===== src/rtl/state_code_sequencer_if.sv =====
// Handshake bundle for state_code_sequencer: control inputs and registered state/flag outputs.
interface state_code_sequencer_if;
    logic       start;
    logic       hold;
    logic       load_en;
    logic [1:0] load_state;
    logic [1:0] curr_state;
    logic [1:0] flag;
    logic       busy;
    logic       done;
    logic       err;

    modport master (
        output start, hold, load_en, load_state,
        input  curr_state, flag, busy, done, err
    );

    modport slave (
        input  start, hold, load_en, load_state,
        output curr_state, flag, busy, done, err
    );
endinterface


===== src/rtl/state_code_sequencer.sv =====
// IDLE->RUN->FLUSH->IDLE state-code sequencer with programmable dwells and a load override.
// Define SCS_ILLEGAL_TRAP_EN to let a load of code 2 appear for one cycle and set a sticky err.
//
//  state   | meaning
//  --------+-------------------------------------------------------------
//  S_IDLE  | waiting; start accepted once DWELL0 IDLE cycles have elapsed
//  S_RUN   | DWELL1-cycle pass, frozen while hold is high
//  S_ILL   | illegal code 2 (trap build only), returns to IDLE next cycle
//  S_FLUSH | DWELL3-cycle drain, then done pulse on return to IDLE
module state_code_sequencer #(
    parameter int DWELL_W = 4,
    parameter int DWELL0  = 2,
    parameter int DWELL1  = 4,
    parameter int DWELL3  = 2
) (
    input  logic                         clk,
    input  logic                         rst_n,
    state_code_sequencer_if.slave        bus
);

    typedef enum logic [1:0] {
        S_IDLE  = 2'd0,
        S_RUN   = 2'd1,
        S_ILL   = 2'd2,
        S_FLUSH = 2'd3
    } state_e;

    localparam logic [DWELL_W-1:0] D0_M1 = DWELL_W'(DWELL0 - 1);
    localparam logic [DWELL_W-1:0] D1_M1 = DWELL_W'(DWELL1 - 1);
    localparam logic [DWELL_W-1:0] D3_M1 = DWELL_W'(DWELL3 - 1);
    localparam logic [DWELL_W-1:0] ONE   = DWELL_W'(1);

    state_e             state_q, state_d;
    logic [DWELL_W-1:0] cnt_q, cnt_d;
    logic               free_q, free_d;
    logic [1:0]         flag_q, flag_d;
    logic               busy_q;
    logic               done_q, done_d;
    logic               err_q, err_d;

    // The IDLE counter holds (cycles already spent in IDLE - 1), so a start seen on
    // the DWELL0-th IDLE cycle is accepted. free_q marks the post-reset IDLE as already satisfied.
    always_comb begin
        state_d = state_q;
        cnt_d   = cnt_q;
        free_d  = free_q;
        done_d  = 1'b0;
        err_d   = err_q;
        if (bus.load_en) begin
            free_d = 1'b0;
            case (bus.load_state)
                2'd1: begin
                    state_d = S_RUN;
                    cnt_d   = D1_M1;
                end
                2'd3: begin
                    state_d = S_FLUSH;
                    cnt_d   = D3_M1;
                end
                2'd2: begin
`ifdef SCS_ILLEGAL_TRAP_EN
                    state_d = S_ILL;
                    err_d   = 1'b1;
`else
                    state_d = S_IDLE;
`endif
                    cnt_d   = '0;
                end
                default: begin
                    state_d = S_IDLE;
                    cnt_d   = '0;
                end
            endcase
        end else begin
            case (state_q)
                S_IDLE: begin
                    if (bus.start && (free_q || cnt_q >= D0_M1)) begin
                        state_d = S_RUN;
                        cnt_d   = D1_M1;
                        free_d  = 1'b0;
                    end else if (cnt_q < D0_M1) begin
                        cnt_d = cnt_q + ONE;
                    end
                end
                S_RUN: begin
                    if (!bus.hold) begin
                        if (cnt_q == '0) begin
                            state_d = S_FLUSH;
                            cnt_d   = D3_M1;
                        end else begin
                            cnt_d = cnt_q - ONE;
                        end
                    end
                end
                S_FLUSH: begin
                    if (cnt_q == '0) begin
                        state_d = S_IDLE;
                        cnt_d   = '0;
                        done_d  = 1'b1;
                    end else begin
                        cnt_d = cnt_q - ONE;
                    end
                end
                default: begin
                    state_d = S_IDLE;
                    cnt_d   = '0;
                end
            endcase
        end
        flag_d = (state_d == S_FLUSH || state_d == S_ILL) ? 2'd0 : 2'd2;
    end

    always_ff @(posedge clk or negedge rst_n) begin
        if (!rst_n) begin
            state_q <= S_IDLE;
            cnt_q   <= '0;
            free_q  <= 1'b1;
            flag_q  <= 2'd2;
            busy_q  <= 1'b0;
            done_q  <= 1'b0;
            err_q   <= 1'b0;
        end else begin
            state_q <= state_d;
            cnt_q   <= cnt_d;
            free_q  <= free_d;
            flag_q  <= flag_d;
            busy_q  <= (state_d != S_IDLE);
            done_q  <= done_d;
            err_q   <= err_d;
        end
    end

    assign bus.curr_state = state_q;
    assign bus.flag       = flag_q;
    assign bus.busy       = busy_q;
    assign bus.done       = done_q;
`ifdef SCS_ILLEGAL_TRAP_EN
    assign bus.err        = err_q;
`else
    assign bus.err        = 1'b0;
`endif

endmodule


===== src/flat_wrapper.sv =====
// flat-port wrapper written by rule: the top's interface ports become plain ports
module state_code_sequencer_flat 
#(
    parameter int DWELL_W = 4,
    parameter int DWELL0  = 2,
    parameter int DWELL1  = 4,
    parameter int DWELL3  = 2
)
  (clk, rst_n, bus_start, bus_hold, bus_load_en, bus_load_state, bus_curr_state, bus_flag, bus_busy, bus_done, bus_err);
  state_code_sequencer_if bus_i ();
  input  logic clk;
  input  logic rst_n;
  input wire logic [$bits(bus_i.start)-1:0] bus_start;
  input wire logic [$bits(bus_i.hold)-1:0] bus_hold;
  input wire logic [$bits(bus_i.load_en)-1:0] bus_load_en;
  input wire logic [$bits(bus_i.load_state)-1:0] bus_load_state;
  output wire logic [$bits(bus_i.curr_state)-1:0] bus_curr_state;
  output wire logic [$bits(bus_i.flag)-1:0] bus_flag;
  output wire logic [$bits(bus_i.busy)-1:0] bus_busy;
  output wire logic [$bits(bus_i.done)-1:0] bus_done;
  output wire logic [$bits(bus_i.err)-1:0] bus_err;
  assign bus_i.start = bus_start;
  assign bus_i.hold = bus_hold;
  assign bus_i.load_en = bus_load_en;
  assign bus_i.load_state = bus_load_state;
  assign bus_curr_state = bus_i.curr_state;
  assign bus_flag = bus_i.flag;
  assign bus_busy = bus_i.busy;
  assign bus_done = bus_i.done;
  assign bus_err = bus_i.err;
  state_code_sequencer #(.DWELL_W(DWELL_W), .DWELL0(DWELL0), .DWELL1(DWELL1), .DWELL3(DWELL3)) u_core (.clk(clk), .rst_n(rst_n), .bus(bus_i));
endmodule

===== config.mk =====
export PLATFORM = sky130hd
export DESIGN_NAME = state_code_sequencer_flat
export DESIGN_NICKNAME = d
export VERILOG_FILES = /design/src/rtl/state_code_sequencer_if.sv /design/src/rtl/state_code_sequencer.sv /design/src/flat_wrapper.sv
export SDC_FILE = /design/constraint.sdc
export NUM_CORES = 1
export LEC_CHECK = 0
export ABC_AREA = 1
export CAP_MARGIN = 10
export CORE_ASPECT_RATIO = 0.6
export CORE_MARGIN = 5
export CORE_UTILIZATION = 30
export DETAILED_ROUTE_END_ITERATION = 6
export GPL_TIMING_DRIVEN = 0
export SLEW_MARGIN = 30
export SYNTH_ARGS = -nofsm -noshare
export SYNTH_HDL_FRONTEND = slang
export SYNTH_SLANG_ARGS = --single-unit

===== constraint.sdc =====
create_clock -name clk -period 2.3 [get_ports clk]
set_input_delay 0.575 -clock clk [delete_from_list [all_inputs] [get_ports clk]]
set_output_delay 0.575 -clock clk [all_outputs]
set_load 0.03 [all_outputs]

After elaboration in Yosys (flattened, before gate mapping)
Index checks and enable logic that the tools add are counted.
- bits in registers: 11
- input port bits: 7
- reductions and logical operators: 10
- order comparisons: 2
- mux-type cells: 22
- $add $sub $neg: 2
- eq/ne operators: 8
- operators by type and width (operator ; count):
    $mux 4 ; 6
    $mux 2 ; 6
    $pmux 4 s3 ; 1
    $eq 2x2->1 const B ; 4
    $pmux 2 s2 ; 2
    $mux 1 ; 6
    $pmux 2 s3 ; 1
    $reduce_bool 2->1 ; 3
    $add 4x1->4 const B ; 1
    $eq 2x1->1 const B ; 2
    $ge 4x1->1 const B ; 1
    $logic_not 4->1 ; 1
    $lt 4x1->1 const B ; 1
    $ne 4x2->1 const B ; 1
    $reduce_and 2->1 ; 2
    $sub 4x1->4 const B ; 1
    $ne 3x3->1 const B ; 1
    $logic_not 2->1 ; 1
    $logic_or 1x1->1 ; 2
    $logic_and 1x1->1 ; 1

Depth between registers and ports, before layout
Gate-level depths: netlist (run 1).
- depth in word-level cells: 9
- mapped depth: 10
- gate-level depth less buffers: 10

Worst setup path after synthesis (run 1)
OpenSTA, ideal clock, no wires.
- kind: reg-to-reg
- start: reg u_core.cnt_q[0]
- end: reg u_core.cnt_q[0]
- data arrival time: 1253 ps
- data required time: 2181 ps
- stages on the path, launching flop included: 9
- setup slack: 928 ps
- library setup time: 119 ps
- clock period less this slack: 1372 ps
- cell sequence: dfrtp_1 inv_1 ha_1 nand2_2 nand2_1 o21bai_4 nor2_4 nand2_1 nand2_1
- word-level cells in the longest chain between the ends: 6
- elaborated cells between the ends (all ways): 16
- classes of those cells: 2 x add/sub; 2 x order compare; 1 x eq/ne; 7 x mux; 4 x reduce/logical
- RTL lines (what ; line ; source):
    from (decl) ; state_code_sequencer.sv:34 ; logic [DWELL_W-1:0] cnt_q, cnt_d;
    from (signal assigned) ; state_code_sequencer.sv:124 ; cnt_q <= cnt_d;
    $ge 4x1->1 ; state_code_sequencer.sv:77 ; if (bus.start && (free_q || cnt_q >= D0_M1)) begin
    $logic_or 1x1->1 ; state_code_sequencer.sv:77 ;
    $logic_and 1x1->1 ; state_code_sequencer.sv:77 ;
    $mux 4 ; state_code_sequencer.sv:77 ;
    $pmux 4 s3 ; state_code_sequencer.sv:75 ; case (state_q)
    $mux 4 ; state_code_sequencer.sv:49 ; if (bus.load_en) begin
Several ways; a longest one is shown, not always the timed one. The select of a mux whose other input is x is not followed.
A chain may end at the register's enable or synchronous reset.

Final worst setup path (run 1)
- start: reg u_core.state_q[0] (netlist: u_core.bus.curr_state[0])
- end: out bus_curr_state[0]
- RTL lines (what ; line ; source):
    from (decl) ; state_code_sequencer.sv:33 ; state_e state_q, state_d;
    from (signal assigned) ; state_code_sequencer.sv:123 ; state_q <= state_d;
    to (decl) ; flat_wrapper.sv:17 ; output wire logic [$bits(bus_i.curr_state)-1:0] bus_curr_state;
No word-level cell between the ends.

==> metrics.txt, run 1 <==
Hold Slack=0.5007 ns; Register Area=252.7 sq um; Reg2Reg Setup Slack=0.71 ns; slowest cell on the critical path=clkdlybuf4s50_1; Max FO, Critical Path=7; crit path cell chain=clkdlybuf4s50_1; final-layout fill cell count=232; Overall Power=0.9641 mW; Int Pwr=0.5449 mW; pwr/cell area=1058 nW/um^2; CP startpoint=u_core.bus.curr_state[0]$_DFF_PN0_; number of cell rows=13; commonest non-fill, non-tap cell in the layout=nand2_1; Seq pwr share=0.283; Final setup viols=0; diode count=0; critical path depth=1; utilization after layout=0.4148; post-DR vias/cell=4.476; Initial Util=0.3208; first-pass GRT wire length=2835 microns; Detailed Route WL=1682 microns; first-pass detailed-route iteration total=4; Synth Cell Area=704.4 sq um; Net Switching=0.4192 mW; total gr overflow=0; post-synthesis register bit count=10; Max Slew Vio Count=0; Layout Cells excl Fill=143; clock sink count=10; Placed Instances=139; Final Cycle Share=0.8966; crit path DAT=1.49 ns; combinational power share=0.480; Worst setup SP type=flip-flop; vias in the first global route=609; critical path's top delay family=buffers and inverters; placed wire-length estimate=1332 microns; Final #Nets=124; Final min period=2.062 ns; Area Growth Syn to Fin=29.31%; CP endpoint=bus_curr_state[0]; Crit Path Class=reg -> out; Clk pin slew, worst setup/hold paths=0.05 ns; CTS Root Buffer Type=clkbuf_8; Worst Setup End Kind=output pin; Post-CTS Setup Bufs=0; sequential element share of the synthesized area=0.3588; Hold WC Path Type=reg -> reg; Core ar.=2196 sq um; most frequent cells in the layout=32 x nand2_1, 12 x inv_1, 11 x clkdlybuf4s50_1; area of the multi-input gates=380.4 sq um; CP Buf/Inv Count=1; hold path depth=2; Total GRT Usage=0.1159; CTS Hold Buffers Added=0; Hold Vio Cnt, Final=0; Mean Syn Cell Area=7.262 sq um; CTS tree=built; worst vdd ir=0.4707 mV; Reg2Reg Depth=8; fmax=0.4849 GHz; R2R Path Start=u_core.cnt_q[0]$_DFFE_PN0P_; initial antenna violation count=0; largest net degree at the start of global routing=11; clock power share=0.237; Die Span Y=47.54 microns; post-cts resize count=0; Yosys cell types=21; first-iteration detailed-routing DRC count=58; Clock Skews=0.007518 ns; Reg2Reg Capture Point=u_core.cnt_q[1]$_DFFE_PN0P_; DRC viols=0; CTS HTree Levels=1; number of synthesis warnings=0; wire length per cell=11.76 microns; Port Buf Inserts=11; RSZ-0062 raised after global routing=no; Skew-Pair Late Insertion Delay=0.24 ns; status=finished, final reports clean; Routed Antenna Nets=0; DIE AREA=3449 sq um; CTS buffer count=3; GP Congestion=0.8854; die span in x=72.56 microns; total of max-cap violations=0; vias=640; share of cells above drive strength 1=0.1593; leak pwr=0.4802 nW; Clock Tree Buf Depth=2; IO Count=14; sw frac=0.4348; TNS Setup=0 ns; slowest stage delay, CP=0.73 ns; Synth Instances=97; Critical Path RT=1.73 ns
cells in the mapped netlist:
| cell type | count | area (sq um) |
|---|---|---|
| nand3_1 | 9 | 45.04 |
| nand2_1 | 32 | 120.1 |
| nor2_4 | 3 | 33.78 |
| o21ai_0 | 4 | 20.02 |
| conb_1 | 1 | 3.750 |
| nor3_1 | 1 | 5.000 |
| a21boi_2 | 1 | 11.26 |
| dfrtp_1 | 8 | 200.2 |
| o21bai_4 | 1 | 18.77 |
| buf_4 | 2 | 15.01 |
| nand4_1 | 1 | 6.260 |
| a21oi_1 | 2 | 10.01 |
| nand2_2 | 3 | 18.77 |
| xor2_1 | 1 | 8.760 |
| nor2_1 | 8 | 30.03 |
| inv_2 | 1 | 3.750 |
| inv_1 | 12 | 45.04 |
| o211ai_1 | 1 | 7.510 |
| ha_1 | 3 | 37.54 |
| dfstp_2 | 2 | 52.55 |
| buf_6 | 1 | 11.26 |
registers in the layout, indices dropped and copies added, names as in the netlist:
name                   cells
u_core.bus.done            1
u_core.bus.busy            1
u_core.bus.curr_state      2
u_core.bus.flag            1
u_core.free_q              1
u_core.cnt_q               4
worst min path at each step:
stage / startpoint / end / slack, ns
after global placement: u_core.free_q$_DFFE_PN1P_ / u_core.free_q$_DFFE_PN1P_ / 0.47
after global routing: u_core.free_q$_DFFE_PN1P_ / u_core.free_q$_DFFE_PN1P_ / 0.51
after CTS: u_core.free_q$_DFFE_PN1P_ / u_core.free_q$_DFFE_PN1P_ / 0.50
after detailed placement: u_core.free_q$_DFFE_PN1P_ / u_core.free_q$_DFFE_PN1P_ / 0.49
final: u_core.free_q$_DFFE_PN1P_ / u_core.free_q$_DFFE_PN1P_ / 0.50
after floorplan: rst_n / u_core.bus.busy$_DFF_PN0_ / 0.28
per-stage QoR:
stage,setup slack [ns],instance area [sq um]
global placement,0.3996,855.8
CTS,0.2311,910.9
finish,0.2378,910.9
detailed placement,0.3830,855.8
floorplan,0.9276,708.2
global route,0.1819,910.9
routing by layer:
layer | vias up | wire [microns] | GRT usage
met5 | - | 0 | 0
met4 | 0 | 26 | 0.05515
met3 | 4 | 97 | 0.04612
met2 | 12 | 716 | 0.1738
met1 | 296 | 842 | 0.1484
li1 | 328 | - | -
area by class of cell:
class                   instances  share of cell area
clock buffers                   4             0.06044
inverters                      13             0.05357
plain buffers                   3             0.02885
flip-flops and latches         10              0.2775
well taps                      30             0.04121
multi-input cells              72              0.4176
repair buffers                 11              0.1209
cells by family (layout without fill, tap and decap cells):
group           count (synthesis)  in the layout  share of synthesized area
buf+inv                        16             31                     0.1066
other cells                     1              2                   0.005323
compound gates                  9              9                    0.09592
xor+xnor                        1              1                    0.01244
simple gates                   57             57                     0.3677
fa+ha+maj                       3              3                    0.05329
flops                          10             10                     0.3588
power groups by stage:
stage	combinational, mW	clock [mW]	sequential, mW
floorplan	0.312	0	0.295
global placement	0.458	0	0.272
detailed placement	0.461	0	0.275
CTS	0.465	0.237	0.272
global route	0.528	0.242	0.279
finish	0.463	0.228	0.273
No activity file was read; power rests on OpenSTA's default activity.
==> run 2: changes to the inputs <==
--- a/config.mk
+++ b/config.mk
@@ -7,8 +7,7 @@
 export LEC_CHECK = 0
 export ABC_AREA = 1
 export CAP_MARGIN = 10
-export CORE_ASPECT_RATIO = 0.6
-export CORE_MARGIN = 5
+export CORE_ASPECT_RATIO = 0.75
 export CORE_UTILIZATION = 30
 export DETAILED_ROUTE_END_ITERATION = 6
 export GPL_TIMING_DRIVEN = 0
==> constraint.sdc (replaced) <==
create_clock -name clk -period 2.2 [get_ports clk]
set_input_delay 0.55 -clock clk [delete_from_list [all_inputs] [get_ports clk]]
set_output_delay 0.55 -clock clk [all_outputs]
set_load 0.03 [all_outputs]
==> metrics.txt, run 2 (synthesized netlist as in run 1, its figures left out) <==
status=finished, final reports clean; R2R Path Start=u_core.cnt_q[0]$_DFFE_PN0P_; commonest non-fill, non-tap cell in the layout=nand2_1; Seq pwr share=0.307; Detailed Route WL=1491 microns; Clock Skews=0.001476 ns; most frequent cells in the layout=32 x nand2_1, 12 x inv_1, 11 x clkdlybuf4s50_1; Net Switching=0.4183 mW; Hold WC Path Type=reg -> reg; Reg2Reg Setup Slack=0.59 ns; number of cell rows=14; slowest stage delay, CP=0.73 ns; Placed Instances=133; placed wire-length estimate=1207 microns; post-DR vias/cell=4.555; Overall Power=0.9299 mW; Hold Vio Cnt, Final=0; DRC viols=0; RSZ-0062 raised after global routing=no; CP startpoint=u_core.bus.curr_state[0]$_DFF_PN0_; Post-CTS Setup Bufs=0; Initial Util=0.3351; Final Cycle Share=0.9391; TNS Setup=0 ns; Worst setup SP type=flip-flop; clock sink count=10; vias=624; leak pwr=0.4725 nW; CTS buffer count=3; combinational power share=0.509; Routed Antenna Nets=0; CP Buf/Inv Count=1; CP endpoint=bus_curr_state[0]; Worst Setup End Kind=output pin; initial antenna violation count=0; share of cells above drive strength 1=0.1593; wire length per cell=10.88 microns; Crit Path Class=reg -> out; CTS Hold Buffers Added=0; Area Growth Syn to Fin=25.58%; Skew-Pair Late Insertion Delay=0.27 ns; Reg2Reg Depth=8; max reg flops=4; Port Buf Inserts=11; total gr overflow=0; Int Pwr=0.5116 mW; Final setup viols=0; IO Count=14; Die Span Y=43.97 microns; pwr/cell area=1051 nW/um^2; Critical Path RT=1.65 ns; worst vdd ir=0.4213 mV; crit path cell chain=clkdlybuf4s50_1; Hold Slack=0.4865 ns; Total GRT Usage=0.1383; utilization after layout=0.4208; crit path DAT=1.52 ns; largest net degree at the start of global routing=11; slowest cell on the critical path=clkdlybuf4s50_1; Max Slew Vio Count=0; post-cts resize count=0; CTS tree=built; Max FO, Critical Path=7; Final min period=2.066 ns; Layout Cells excl Fill=137; CTS HTree Levels=1; Clock Tree Buf Depth=2; Final #Nets=124; fmax=0.4840 GHz; vias in the first global route=596; Biggest register=u_core.cnt_q; first-iteration detailed-routing DRC count=22; total of max-cap violations=0; critical path depth=1; CTS Root Buffer Type=clkbuf_4; Clk pin slew, worst setup/hold paths=0.07 ns; diode count=0; die span in x=57.96 microns; sw frac=0.4498; Reg2Reg Capture Point=u_core.cnt_q[2]$_DFFE_PN0P_; first-pass detailed-route iteration total=4; critical path's top delay family=buffers and inverters; GP Congestion=0.8030; DIE AREA=2548 sq um; clock power share=0.183; Core ar.=2102 sq um; first-pass GRT wire length=2635 microns
[run 2: changes by cell type in the layout (fill, tap and decap cells not counted)]
| cell | before | now |
|---|---|---|
| clkbuf_8 | 4 | 1 |
| clkbuf_4 | 0 | 3 |
[run 2: layout make-up]
cell class	instances	area (sq um)
Clock buffer	4	36.28
Tap cell	24	30.03
Sequential cell	10	252.7
Timing Repair Buffer	11	110.1
Buffer	3	26.28
Fill cell	212	1217
Inverter	13	48.80
Multi-Input combinational cell	72	380.4
[run 2: routing by layer]
| layer | GRT usage | vias up | routed length [microns] |
|---|---|---|---|
| met5 | 0 | - | 0 |
| met4 | 0.01429 | 0 | 0 |
| met3 | 0.05373 | 0 | 84 |
| met2 | 0.2069 | 13 | 642 |
| met1 | 0.1956 | 278 | 763 |
| li1 | - | 333 | - |
[run 2: metrics by stage]
step,worst slack [ns],cell area [sq um]
final,0.1339,884.6
after global routing,0.08420,884.6
after CTS,0.1378,884.6
after detailed placement,0.3535,848.3
after global placement,0.3580,848.3
after floorplan,0.8276,708.2
[run 2: worst min-delay path by stage]
stage | startpoint | to | slack (ns) | cells past startpoint
floorplan | rst_n | u_core.bus.busy$_DFF_PN0_ | 0.25 | 0
global placement | u_core.free_q$_DFFE_PN1P_ | u_core.free_q$_DFFE_PN1P_ | 0.46 | 2
detailed placement | u_core.free_q$_DFFE_PN1P_ | u_core.free_q$_DFFE_PN1P_ | 0.48 | 2
CTS | u_core.free_q$_DFFE_PN1P_ | u_core.free_q$_DFFE_PN1P_ | 0.49 | 2
global route | u_core.free_q$_DFFE_PN1P_ | u_core.free_q$_DFFE_PN1P_ | 0.52 | 2
finish | u_core.free_q$_DFFE_PN1P_ | u_core.free_q$_DFFE_PN1P_ | 0.49 | 2
[run 2: power groups by stage]
stage               Clock, mW  Sequential [mW]  Combinational, mW
floorplan                   0            0.308              0.326
global placement            0            0.285              0.469
detailed placement          0            0.288              0.472
CTS                     0.175            0.285              0.474
global route            0.182            0.293              0.543
finish                  0.170            0.286              0.474
==> run 3: changes to the inputs <==
--- a/config.mk
+++ b/config.mk
@@ -9,6 +9,7 @@
 export CAP_MARGIN = 10
 export CORE_ASPECT_RATIO = 0.75
 export CORE_UTILIZATION = 30
+export CTS_BUF_LIST = sky130_fd_sc_hd__clkbuf_8
 export DETAILED_ROUTE_END_ITERATION = 6
 export GPL_TIMING_DRIVEN = 0
 export SLEW_MARGIN = 30
==> metrics.txt, run 3 (synthesized netlist as in run 1, its figures left out) <==
slowest stage delay, CP=0.73 ns; Seq pwr share=0.288; most frequent cells in the layout=32 x nand2_1, 12 x inv_1, 11 x clkdlybuf4s50_1; first-pass GRT wire length=2642 microns; Overall Power=0.9910 mW; clock power share=0.233; final setup margin=0.1863 ns; Max FO, Critical Path=7; Worst Setup End Kind=output pin; max reg flops=4; worst vdd ir=0.4212 mV; Final min period=2.014 ns; first-pass detailed-route iteration total=4; Hold WC Path Type=reg -> reg; CTS HTree Levels=1; CTS Hold Buffers Added=0; top sig layer=met4; pre-CTS setup slack=0.3535 ns; critical path depth=1; WL met1=752 microns; pwr/cell area=1097 nW/um^2; post-DR vias/cell=4.591; area of the multi-input gates=380.4 sq um; Area Growth Syn to Fin=28.24%; IO Count=14; Net Switching=0.4219 mW; Detailed Route WL=1489 microns; Reg2Reg Depth=8; Clock Skews=0.0004781 ns; fmax=0.4966 GHz; diode count=0; Crit Path Class=reg -> out; initial antenna violation count=0; wire length per cell=10.87 microns; Initial Util=0.3351; Hold Vio Cnt, Final=0; Routed Antenna Nets=0; leak pwr=0.4802 nW; Die Span Y=43.97 microns; Clk pin slew, worst setup/hold paths=0.05 ns; commonest non-fill, non-tap cell in the layout=nand2_1; WL met2=630 microns; first-iteration detailed-routing DRC count=43; Register Area=252.7 sq um; clock sink count=10; Final setup viols=0; Biggest register=u_core.cnt_q; post-cts resize count=0; CTS tree=built; number of cell rows=14; sw frac=0.4257; DIE AREA=2548 sq um; Final Cycle Share=0.9153; final-layout fill cell count=210; DRC viols=0; Max Slew Vio Count=0; Port Buf Inserts=11; vias in the first global route=594; largest net degree at the start of global routing=11; slowest cell on the critical path=clkdlybuf4s50_1; Int Pwr=0.5692 mW; Hold Slack=0.4834 ns; total gr overflow=0; vias=629; RSZ-0062 raised after global routing=no; Final #Nets=124; utilization after layout=0.4298; crit path cell chain=clkdlybuf4s50_1; crit path DAT=1.46 ns; Total GRT Usage=0.1415; CP Buf/Inv Count=1; Clock Tree Buf Depth=2; status=finished, final reports clean; combinational power share=0.479; critical path's top delay family=buffers and inverters; CTS Root Buffer Type=clkbuf_8; CTS buffer count=3; total of max-cap violations=0; Critical Path RT=1.65 ns; hold path depth=2; Skew-Pair Late Insertion Delay=0.24 ns; placed wire-length estimate=1207 microns; met3 wire len=91 microns; Post-CTS Setup Bufs=0; share of cells above drive strength 1=0.1593; GP Congestion=0.8030; die span in x=57.96 microns; Worst setup SP type=flip-flop; Core ar.=2102 sq um; TNS Setup=0 ns
==> run 3: layer usage <==
layer  GRT usage  vias up
li1            -      330
met1      0.1938      280
met2      0.2069       17
met3     0.05373        2
met4     0.04286        0
met5           0        -
==> run 3: power groups by stage <==
stage / combinational, mW / clock [mW] / sequential (mW)
floorplan: 0.326 / 0 / 0.308
global placement: 0.469 / 0 / 0.285
detailed placement: 0.472 / 0 / 0.288
CTS: 0.475 / 0.236 / 0.285
global route: 0.540 / 0.245 / 0.294
finish: 0.474 / 0.231 / 0.285
==> run 3: path summary, 6_finish.rpt <==
kind                                                     from                           to  slack [ns]
hold / removal                      u_core.free_q$_DFFE_PN1P_    u_core.free_q$_DFFE_PN1P_        0.48
setup / recovery           u_core.bus.curr_state[0]$_DFF_PN0_            bus_curr_state[0]        0.19
hold reg to reg                     u_core.free_q$_DFFE_PN1P_    u_core.free_q$_DFFE_PN1P_        0.48
setup reg to reg                  u_core.cnt_q[0]$_DFFE_PN0P_  u_core.cnt_q[2]$_DFFE_PN0P_        0.61
min in group asynchronous                               rst_n  u_core.cnt_q[1]$_DFFE_PN0P_        0.64
max in group asynchronous                               rst_n    u_core.free_q$_DFFE_PN1P_        1.21
==> run 3: layout make-up <==
class	instances	share of cell area
buffer	3	0.02909
timing repair buffer	11	0.1219
tap	24	0.03324
sequential	10	0.2798
multi-input combinational	72	0.4211
inverter	13	0.05402
clock buffer	4	0.06094
==> run 3: metrics by stage <==
step	std cells	instance area (sq um)
floorplan	98	708.2
global placement	133	848.3
detailed placement	133	848.3
CTS	137	903.4
global route	137	903.4
finish	137	903.4
